--- config.mk ---
export PLATFORM = sky130hd
export DESIGN_NAME = raster_stamp_batcher
export DESIGN_NICKNAME = d
export VERILOG_FILES = /design/src/rtl/raster_stamp_batcher.sv
export SDC_FILE = /design/constraint.sdc
export NUM_CORES = 1
export LEC_CHECK = 0
export CAP_MARGIN = 20
export CELL_PAD_IN_SITES_DETAIL_PLACEMENT = 0
export CELL_PAD_IN_SITES_GLOBAL_PLACEMENT = 1
export CORE_ASPECT_RATIO = 2
export CORE_MARGIN = 8
export CORE_UTILIZATION = 32
export CTS_BUF_LIST = sky130_fd_sc_hd__clkbuf_16
export DETAILED_ROUTE_END_ITERATION = 16
export PLACE_DENSITY = 0.95
export SLEW_MARGIN = 40
export SYNTH_ARGS = -nofsm -noshare
export SYNTH_HDL_FRONTEND = slang
export SYNTH_SLANG_ARGS = --single-unit
--- constraint.sdc ---
create_clock -name clk -period 3.4 [get_ports clk]
set_clock_uncertainty 0.2 [all_clocks]
set_input_delay 0.34 -clock clk [delete_from_list [all_inputs] [get_ports clk]]
set_output_delay 0.34 -clock clk [all_outputs]
set_load 0.05 [all_outputs]
--- src/rtl/raster_stamp_batcher.sv ---
// raster_stamp_batcher
//
// Purpose:
//   Serves a warp's raster-fetch request by pulling one stamp per active
//   thread from the raster unit's stamp stream. Stamps are packed into
//   NUM_LANES-wide batches, one batch per thread group (pid), and each batch
//   goes to the per-warp raster CSR store as a single write pulse. After the
//   last write, a per-thread "stamp received" mask is returned to the
//   requesting execute unit.
//
// Ports:
//   clk, reset            single clock, asynchronous active-high reset
//   req_valid/req_ready   fetch request handshake (accepted only when idle)
//   req_wid/req_uuid      warp id / instruction uuid of the request
//   req_tmask             active threads of the request
//   stamp_valid/ready     stamp stream handshake (ready is combinational)
//   stamp_data            stamp payload (flattened raster_stamp_t)
//   stamp_empty           raster unit exhausted (sticky until next frame)
//   write_enable          CSR store write pulse, one cycle per active pid
//   write_uuid/wid/pid    identification of the written batch
//   write_tmask           lanes of the batch that received a stamp
//   write_data            NUM_LANES stamps, lane 0 in the low bits
//   rsp_valid/rsp_ready   response handshake
//   rsp_wid/rsp_uuid      echo of the request
//   rsp_data              bit t set = thread t received a stamp
module raster_stamp_batcher #(
  parameter int CORE_ID     = 0,
  parameter int NUM_THREADS = 4,
  parameter int NUM_LANES   = 1,
  parameter int NW_WIDTH    = 2,
  parameter int UUID_WIDTH  = 8,
  parameter int STAMP_WIDTH = 32,
  parameter int NUM_PIDS    = NUM_THREADS / NUM_LANES,
  parameter int PID_WIDTH   = (NUM_PIDS > 1) ? $clog2(NUM_PIDS) : 1,
  parameter int LANE_WIDTH  = (NUM_LANES > 1) ? $clog2(NUM_LANES) : 1
) (
  input  logic                             clk,
  input  logic                             reset,
  input  logic                             req_valid,
  output logic                             req_ready,
  input  logic [NW_WIDTH-1:0]              req_wid,
  input  logic [NUM_THREADS-1:0]           req_tmask,
  input  logic [UUID_WIDTH-1:0]            req_uuid,
  input  logic                             stamp_valid,
  output logic                             stamp_ready,
  input  logic [STAMP_WIDTH-1:0]           stamp_data,
  input  logic                             stamp_empty,
  output logic                             write_enable,
  output logic [UUID_WIDTH-1:0]            write_uuid,
  output logic [NW_WIDTH-1:0]              write_wid,
  output logic [PID_WIDTH-1:0]             write_pid,
  output logic [NUM_LANES-1:0]             write_tmask,
  output logic [NUM_LANES*STAMP_WIDTH-1:0] write_data,
  output logic                             rsp_valid,
  input  logic                             rsp_ready,
  output logic [NW_WIDTH-1:0]              rsp_wid,
  output logic [UUID_WIDTH-1:0]            rsp_uuid,
  output logic [NUM_THREADS-1:0]           rsp_data
);

  // Batches must tile the thread range exactly; the core index only tags
  // trace output and must be a valid (non-negative) index.
  if ((NUM_THREADS % NUM_LANES) != 0 || CORE_ID < 0) begin : g_bad_cfg
    $error("raster_stamp_batcher: NUM_LANES must divide NUM_THREADS");
  end

  typedef enum logic [1:0] {
    ST_IDLE  = 2'd0,
    ST_FILL  = 2'd1,
    ST_WRITE = 2'd2,
    ST_RSP   = 2'd3
  } state_t;

  state_t                  r_state;
  state_t                  w_state_next;

  logic [NW_WIDTH-1:0]     r_wid;
  logic [UUID_WIDTH-1:0]   r_uuid;
  logic [NUM_THREADS-1:0]  r_tmask;
  logic [NUM_THREADS-1:0]  r_got;
  logic [PID_WIDTH-1:0]    r_pid;
  logic [LANE_WIDTH-1:0]   r_lane;
  logic [STAMP_WIDTH-1:0]  r_buf [NUM_LANES];

  // Per-pid views of the request mask, the latched mask and the got mask.
  logic [NUM_LANES-1:0]    w_req_pid_mask [NUM_PIDS];
  logic [NUM_LANES-1:0]    w_pid_mask     [NUM_PIDS];
  logic [NUM_LANES-1:0]    w_got_pid      [NUM_PIDS];
  logic [NUM_PIDS-1:0]     w_req_pid_any;
  logic [NUM_PIDS-1:0]     w_pid_any;
  logic [NUM_THREADS-1:0]  w_cursor_onehot;

  logic [PID_WIDTH-1:0]    w_first_pid;
  logic [LANE_WIDTH-1:0]   w_first_lane_req;
  logic [PID_WIDTH-1:0]    w_next_pid;
  logic                    w_next_pid_found;
  logic [LANE_WIDTH-1:0]   w_first_lane_next;
  logic [NUM_LANES-1:0]    w_cur_mask;
  logic [LANE_WIDTH-1:0]   w_next_lane;
  logic                    w_next_lane_found;

  logic                    w_req_fire;
  logic                    w_capture;
  logic                    w_advance;
  logic                    w_clear_buf;

  // Lowest set lane of a batch mask (0 when the mask is empty).
  function automatic logic [LANE_WIDTH-1:0] f_lowest_lane(input logic [NUM_LANES-1:0] mask);
    logic [LANE_WIDTH-1:0] res;
    res = '0;
    for (int l = NUM_LANES - 1; l >= 0; l--) begin
      if (mask[l]) res = LANE_WIDTH'(l);
    end
    return res;
  endfunction

  genvar gi;

  generate
    for (gi = 0; gi < NUM_PIDS; gi++) begin : g_pid
      assign w_req_pid_mask[gi] = req_tmask[gi*NUM_LANES +: NUM_LANES];
      assign w_pid_mask[gi]     = r_tmask[gi*NUM_LANES +: NUM_LANES];
      assign w_got_pid[gi]      = r_got[gi*NUM_LANES +: NUM_LANES];
      assign w_req_pid_any[gi]  = |req_tmask[gi*NUM_LANES +: NUM_LANES];
      assign w_pid_any[gi]      = |r_tmask[gi*NUM_LANES +: NUM_LANES];
    end

    // Thread bit addressed by the (pid, lane) cursor.
    for (gi = 0; gi < NUM_THREADS; gi++) begin : g_thread
      assign w_cursor_onehot[gi] = (r_pid == PID_WIDTH'(gi / NUM_LANES)) &&
                                   (r_lane == LANE_WIDTH'(gi % NUM_LANES));
    end
  endgenerate

  // Priority encoders: these let inactive lanes and inactive pids be skipped
  // without spending a cycle on them.
  always_comb begin
    w_first_pid = '0;
    for (int p = NUM_PIDS - 1; p >= 0; p--) begin
      if (w_req_pid_any[p]) w_first_pid = PID_WIDTH'(p);
    end

    w_next_pid       = '0;
    w_next_pid_found = 1'b0;
    for (int p = NUM_PIDS - 1; p >= 0; p--) begin
      if (w_pid_any[p] && (p > int'(r_pid))) begin
        w_next_pid       = PID_WIDTH'(p);
        w_next_pid_found = 1'b1;
      end
    end

    w_cur_mask        = w_pid_mask[r_pid];
    w_next_lane       = '0;
    w_next_lane_found = 1'b0;
    for (int l = NUM_LANES - 1; l >= 0; l--) begin
      if (w_cur_mask[l] && (l > int'(r_lane))) begin
        w_next_lane       = LANE_WIDTH'(l);
        w_next_lane_found = 1'b1;
      end
    end

    w_first_lane_req  = f_lowest_lane(w_req_pid_mask[w_first_pid]);
    w_first_lane_next = f_lowest_lane(w_pid_mask[w_next_pid]);
  end

  // FSM: state register.
  always_ff @(posedge clk or posedge reset) begin
    if (reset) r_state <= ST_IDLE;
    else       r_state <= w_state_next;
  end

  // FSM: next state and handshake outputs.
  always_comb begin
    w_state_next = r_state;
    req_ready    = 1'b0;
    stamp_ready  = 1'b0;
    write_enable = 1'b0;
    rsp_valid    = 1'b0;
    w_req_fire   = 1'b0;
    w_capture    = 1'b0;
    w_advance    = 1'b0;
    unique case (r_state)
      ST_IDLE: begin
        req_ready = 1'b1;
        if (req_valid) begin
          w_req_fire   = 1'b1;
          w_state_next = (|req_tmask) ? ST_FILL : ST_RSP;
        end
      end
      ST_FILL: begin
        // A valid stamp wins over empty; with neither, the cursor stalls.
        if (stamp_valid) begin
          stamp_ready = 1'b1;
          w_capture   = 1'b1;
          w_advance   = 1'b1;
        end else if (stamp_empty) begin
          w_advance   = 1'b1;
        end
        if (w_advance && !w_next_lane_found) w_state_next = ST_WRITE;
      end
      ST_WRITE: begin
        write_enable = 1'b1;
        w_state_next = w_next_pid_found ? ST_FILL : ST_RSP;
      end
      ST_RSP: begin
        rsp_valid = 1'b1;
        if (rsp_ready) w_state_next = ST_IDLE;
      end
      default: w_state_next = ST_IDLE;
    endcase
  end

  assign w_clear_buf = w_req_fire || (r_state == ST_WRITE);

  // Request context, cursor and received mask.
  always_ff @(posedge clk or posedge reset) begin
    if (reset) begin
      r_wid   <= '0;
      r_uuid  <= '0;
      r_tmask <= '0;
      r_got   <= '0;
      r_pid   <= '0;
      r_lane  <= '0;
    end else begin
      if (w_req_fire) begin
        r_wid   <= req_wid;
        r_uuid  <= req_uuid;
        r_tmask <= req_tmask;
        r_got   <= '0;
        r_pid   <= w_first_pid;
        r_lane  <= w_first_lane_req;
      end
      if (w_capture) r_got <= r_got | w_cursor_onehot;
      if (w_advance && w_next_lane_found) r_lane <= w_next_lane;
      if ((r_state == ST_WRITE) && w_next_pid_found) begin
        r_pid  <= w_next_pid;
        r_lane <= w_first_lane_next;
      end
    end
  end

  // Lane buffer: lanes that never receive a stamp stay zero in the write.
  generate
    for (gi = 0; gi < NUM_LANES; gi++) begin : g_lane
      always_ff @(posedge clk or posedge reset) begin
        if (reset)
          r_buf[gi] <= '0;
        else if (w_clear_buf)
          r_buf[gi] <= '0;
        else if (w_capture && (r_lane == LANE_WIDTH'(gi)))
          r_buf[gi] <= stamp_data;
      end
      assign write_data[gi*STAMP_WIDTH +: STAMP_WIDTH] = r_buf[gi];
    end
  endgenerate

  assign write_uuid  = r_uuid;
  assign write_wid   = r_wid;
  assign write_pid   = r_pid;
  assign write_tmask = w_got_pid[r_pid];
  assign rsp_wid     = r_wid;
  assign rsp_uuid    = r_uuid;
  assign rsp_data    = r_got;

endmodule

Yosys cells after proc, flatten, opt, wreduce, memory -nomap -nowiden
Cells that the tools add are included.

Output and inout bits: 63. Register bits: 55.

Bitwise logic cells: 3. Order comparisons: 4. Multiplexer cells: 37. Equality and inequality tests: 9. Reductions and logical operators: 17.

Operators with widths (number): $mux 32 (2); $mux 2 (14); $mux 1 (17); $logic_and 1x1->1 (9); $eq 2x2->1 const B (4); $mux 4 (2); $pmux 2 s4 (1); $ne 2x2->1 const B (3); $reduce_bool 2->1 (3); $eq 2x1->1 const B (2); $gt 2x2->1 const A (2); $logic_not 2->1 (2); $or 4x4->4 (1); $reduce_or 4->1 (1); $ge 3x3->1 const B (1); $not 2->3 (1); $reduce_and 3->1 (1); $bmux 1 s2 (1); $gt 1x2->1 const A (1); $logic_or 1x1->1 (1); $not 1->1 (1).

Longest topological paths before layout
Word-level depth: 7. Mapped depth: 6. Gate-level depth less buffers: 4.

Worst setup path before layout
Ideal clock, no wire load.

Path kind: reg2reg. Start: register r_state[0]. End: register r_uuid[0] (netlist: rsp_uuid[0]). Cell stages (with the launch flop): 7. Buffers on the path: 2. Period minus slack after synthesis: 2.202 ns. Setup slack: 1.198 ns. Data arrival time: 1.884 ns. Required time: 3.082 ns. Cells stage by stage: dfrtp_1 > buf_4 > nor2_1 > nand2_1 > buf_2 > nand2_1 > nand2_1.

Cells in the longest elaborated chain, start to end: 2.

Ends and longest elaborated chain: start, declared (line 74) `state_t r_state;`; start signal, assigned (line 169) `else r_state <= w_state_next;`; $logic_not 2->1 (line 182) `unique case (r_state)`; $mux 1 (line 182); end signal, assigned (line 227) `r_uuid <= req_uuid;`; end, declared (line 78) `logic [UUID_WIDTH-1:0] r_uuid;`.

No other way between the ends. A chain may end at the register's enable or synchronous reset.

Worst setup path in the final report
Start: register r_pid[1] (netlist: write_pid[1]). End: output port write_tmask.

Cells in the longest elaborated chain, start to end: 4.

Ends and longest elaborated chain: start, declared (line 81) `logic [PID_WIDTH-1:0] r_pid;`; start signal, assigned (line 230) `r_pid <= w_first_pid;`; start signal, assigned (line 236) `r_pid <= w_next_pid;`; $not 2->3 (not written as such) (line 260) `assign write_tmask = w_got_pid[r_pid];`; $bmux 1 s2 (line 260); $mux 1 (not written as such) (2 in a row) (line 260); end, declared (line 52) `output logic [NUM_LANES-1:0] write_tmask,`.

No other way between the ends. The select of a mux whose other input is x is not followed.

==> impl_summary.txt <==
----------------------------------------------------
[Placed design]
  Worst setup slack after placement ... about 0.91 ns
  # port buffers ... 114
  Hpwl dp ... 5.08 mm
  Final RePlAce weighted congestion ... 0.797

[Floorplan]
  Floorplan core area ... 0.00689 sq mm
  Total Die Area ... 0.0101 sq mm
  Number of core rows ... 43
  Vertical die dimension ... about 130 um
  Width of the die ... 75.3 um
  Effective utilization at floorplan ... 32.6%
  Number of ports placed on the die boundary ... about 120

[CTS]
  # hold bufs at CTS ... 0
  Clock transition at the registers of the reported paths ... 0.07 ns
  Clock insertion delay at the later pin of the skew report ... 0.29 ns
  Number of levels in the clock H-tree ... 2
  Number of setup buffers added after CTS ... 0
  Root cell of the clock tree ... clkbuf_16
  Post-cts sizing count ... 0
  Sinks on the clock net ... 53
  TritonCTS clock tree ... done
  Number of buffers on the longest clock path ... 2
  CTS buffer count ... 5

[Route]
  Number of nets still failing antenna checks after routing ... 0
  Count of vias placed by the detailed router ... 1881
  Router iterations before antenna repair ... 4
  Number of design-rule violations left by the first detailed-router iteration ... 50
  Routed len/inst ... around 17 um
  DR DRC count ... 0
  Number of vias per cell ... about 5
  Drt total wl ... 6.74 mm

[Logic synthesis]
  Average instance area after synthesis ... 11.5 sq um
  Top-area cell type share of the netlist area ... 59.0%
  Flop and latch count out of synthesis ... 53
  Area of the mapped netlist ... around 0.0022 sq mm
  Post-Syn Nets ... ~250
  Top cell type by total area after synthesis ... dfrtp_1
  Share of synthesized flip-flops with an asynchronous set or reset ... 100%
  Register area share after synthesis ... 59.0%
  Synth cell types ... 31
  Synth top area cells ... dfrtp_1 59%, a22o_1 13%, nand2_1 7.0%, buf_4 4.0%, buf_6 2.5%
  Number of synthesized flops with an enable pin ... 0
  Number of warnings printed during yosys synthesis ... 0
  Main synth FF type ... dfrtp_1
  Instance count of the mapped netlist ... 195

[STA]
  Max-Slew Margin vs Limit ... 51.6%
  Post-route minimum period ... approximately 2.6 ns
  Final setup viols ... 0
  Period utilization ... between 70 and 80%
  Unrepaired setup endpoints after global routing ... false
  Setup Total Neg Slack ... 0 ns
  Highest Clock Rate ... 381 MHz
  Worst hold slack ... 0.300 ns
  Final worst-path setup slack ... 0.773 ns
  Final hold violation count ... 0
  Pins Over Slew Limit ... 0
  Pin slew with the least headroom to its limit ... 0.725 ns

[Global routing]
  Sum of overflow across all layers after global routing ... 0
  Vias in the first global route ... 1992
  All-Layer GR Usage ... 13.3%
  Maximum number of pins on one net before global-route repair ... 54
  Global-route wire length before repair ... 10.3 mm
  Number of antenna violations at the first check in global routing ... 0

[Setup path]
  Worst EP arrival ... roughly 2.1 ns
  Combined buffer and inverter count along the critical path ... 1
  Critical Path Source Type ... register
  CP endpoint kind ... primary output
  Cell class contributing the biggest share of worst-path delay ... buffers and inverters
  Critical path's slowest cell ... clkdlybuf4s50_1
  Required time of the critical path ... ~2.9 ns
  Critical path's largest stage delay ... 0.74 ns
  Launch point of the worst reg-to-reg path ... r_state[1]
  Worst Path Class, Setup ... register to primary output
  Critical-path maximum fanout ... 10
  Launch point of the worst path ... write_pid[1]
  Crit path cell chain ... mux4_2 > clkdlybuf4s50_1

[Power and ir drop]
  Net switching power of the design ... 1930 uW
  Internal power consumption ... roughly 2000 uW
  Sequential group share of total power ... a little over a quarter
  Maximum VDD drop ... 0.000510 V
  Power density over the cells ... between 1000 and 1500 mW/mm^2
  Power share of the combinational group ... 58.3%
  Share of total power in the clock network ... 14.5%
  Static leakage ... 0.00155 uW
  Switching share of power ... ~49%

[Layout]
  Final nets ... approximately 350
  Layout cell share with drive strength beyond 1 ... 5.74%
  Relative area change from synthesis to final layout ... 56.1%
  Core Util, Final ... about half
  Number of antenna diodes ... 0

[Status]
  Outcome ... completed

[Run]
  Max-capacitance violation count ... 0

[Worst hold path]
  Hold Crit Class ... input port to async pin

----------------------------------------------------
-- cell type report --
type | instances | area (sq um)
Timing Repair Buffer | 116 | 1160
Clock inverter | 3 | 41.3
Clock buffer | 5 | 125
Multi-Input combinational cell | 115 | 731
Inverter | 4 | 17.5
Tap cell | 90 | 113
Sequential cell | 53 | 1330
Fill cell | 649 | 3380
-- state kept, by name, indices dropped and copies added (netlist names) --
name        count
r_tmask         3
r_state         2
rsp_data        4
write_pid       2
write_data     32
rsp_wid         2
rsp_uuid        8
-- logic make-up (layout without fill, tap and decap cells) --
family          after synthesis  count (layout)  share of synthesized area (%)
mux                           1               1                           1.00
simple gates                 60              60                           12.4
flops                        53              53                           59.0
buf+inv                      27             128                           8.51
compound gates               54              54                           19.1
-- layout by cell type, fill, tap and decap left out, types with 2 or more instances in the layout --
cell type	synthesis	final
inv_1	4	3
o21ai_0	3	3
clkdlybuf4s50_1	0	114
clkbuf_16	0	5
nand2b_1	2	2
nand2_1	42	42
a21oi_1	6	6
nor2_1	6	6
o21ai_1	2	2
buf_4	12	2
a32o_1	3	3
dfrtp_1	53	53
a22o_1	33	33
-- final timing paths --
kind	end	slack, ns	cells past startpoint
min reg2reg	write_data[2]	0.30	1
max in group asynchronous	rsp_data[1]	2.25	2
max reg2reg	write_data[25]	1.53	3
min in group clk	write_data[2]	0.30	1
max	write_tmask	0.77	2
min	write_data[14]	0.30	2
-- Yosys cell counts, types with 2 or more instances --
cell / count
o21ai_1: 2
a22o_1: 33
nor2_1: 6
a21oi_1: 6
a32o_1: 3
nand2_1: 42
o21ai_0: 3
buf_4: 12
inv_1: 4
dfrtp_1: 53
buf_2: 6
nand2b_1: 2
buf_6: 5
-- per-layer routing --
metal | vias to the layer above | wire (um) | GRT usage (%)
met5 | - | 0 | 0
met4 | 0 | 130 | 5.17
met3 | 8 | 470 | 3.86
met2 | 84 | 3600 | 23.9
met1 | 918 | 2530 | 13.6
li1 | 871 | - | -
-- power groups by stage --
stage	clock (uW)	combinational, uW	sequential [uW]
3_5_place_dp	0	2320	1080
5_1_grt	611	2400	1110
6_report	569	2300	1070
4_1_cts	588	2330	1070
2_1_floorplan	0	991	1730
3_3_place_gp	0	2300	1060
-- through the flow --
step / cell area [sq um] / total power (uW) / cells
2_1_floorplan: 2250 / 2720 / 195
3_3_place_gp: 3340 / 3360 / 378
3_5_place_dp: 3340 / 3400 / 378
4_1_cts: 3510 / 3990 / 386
5_1_grt: 3510 / 4120 / 386
6_report: 3510 / 3940 / 386
(Power assumes the default switching activity.)
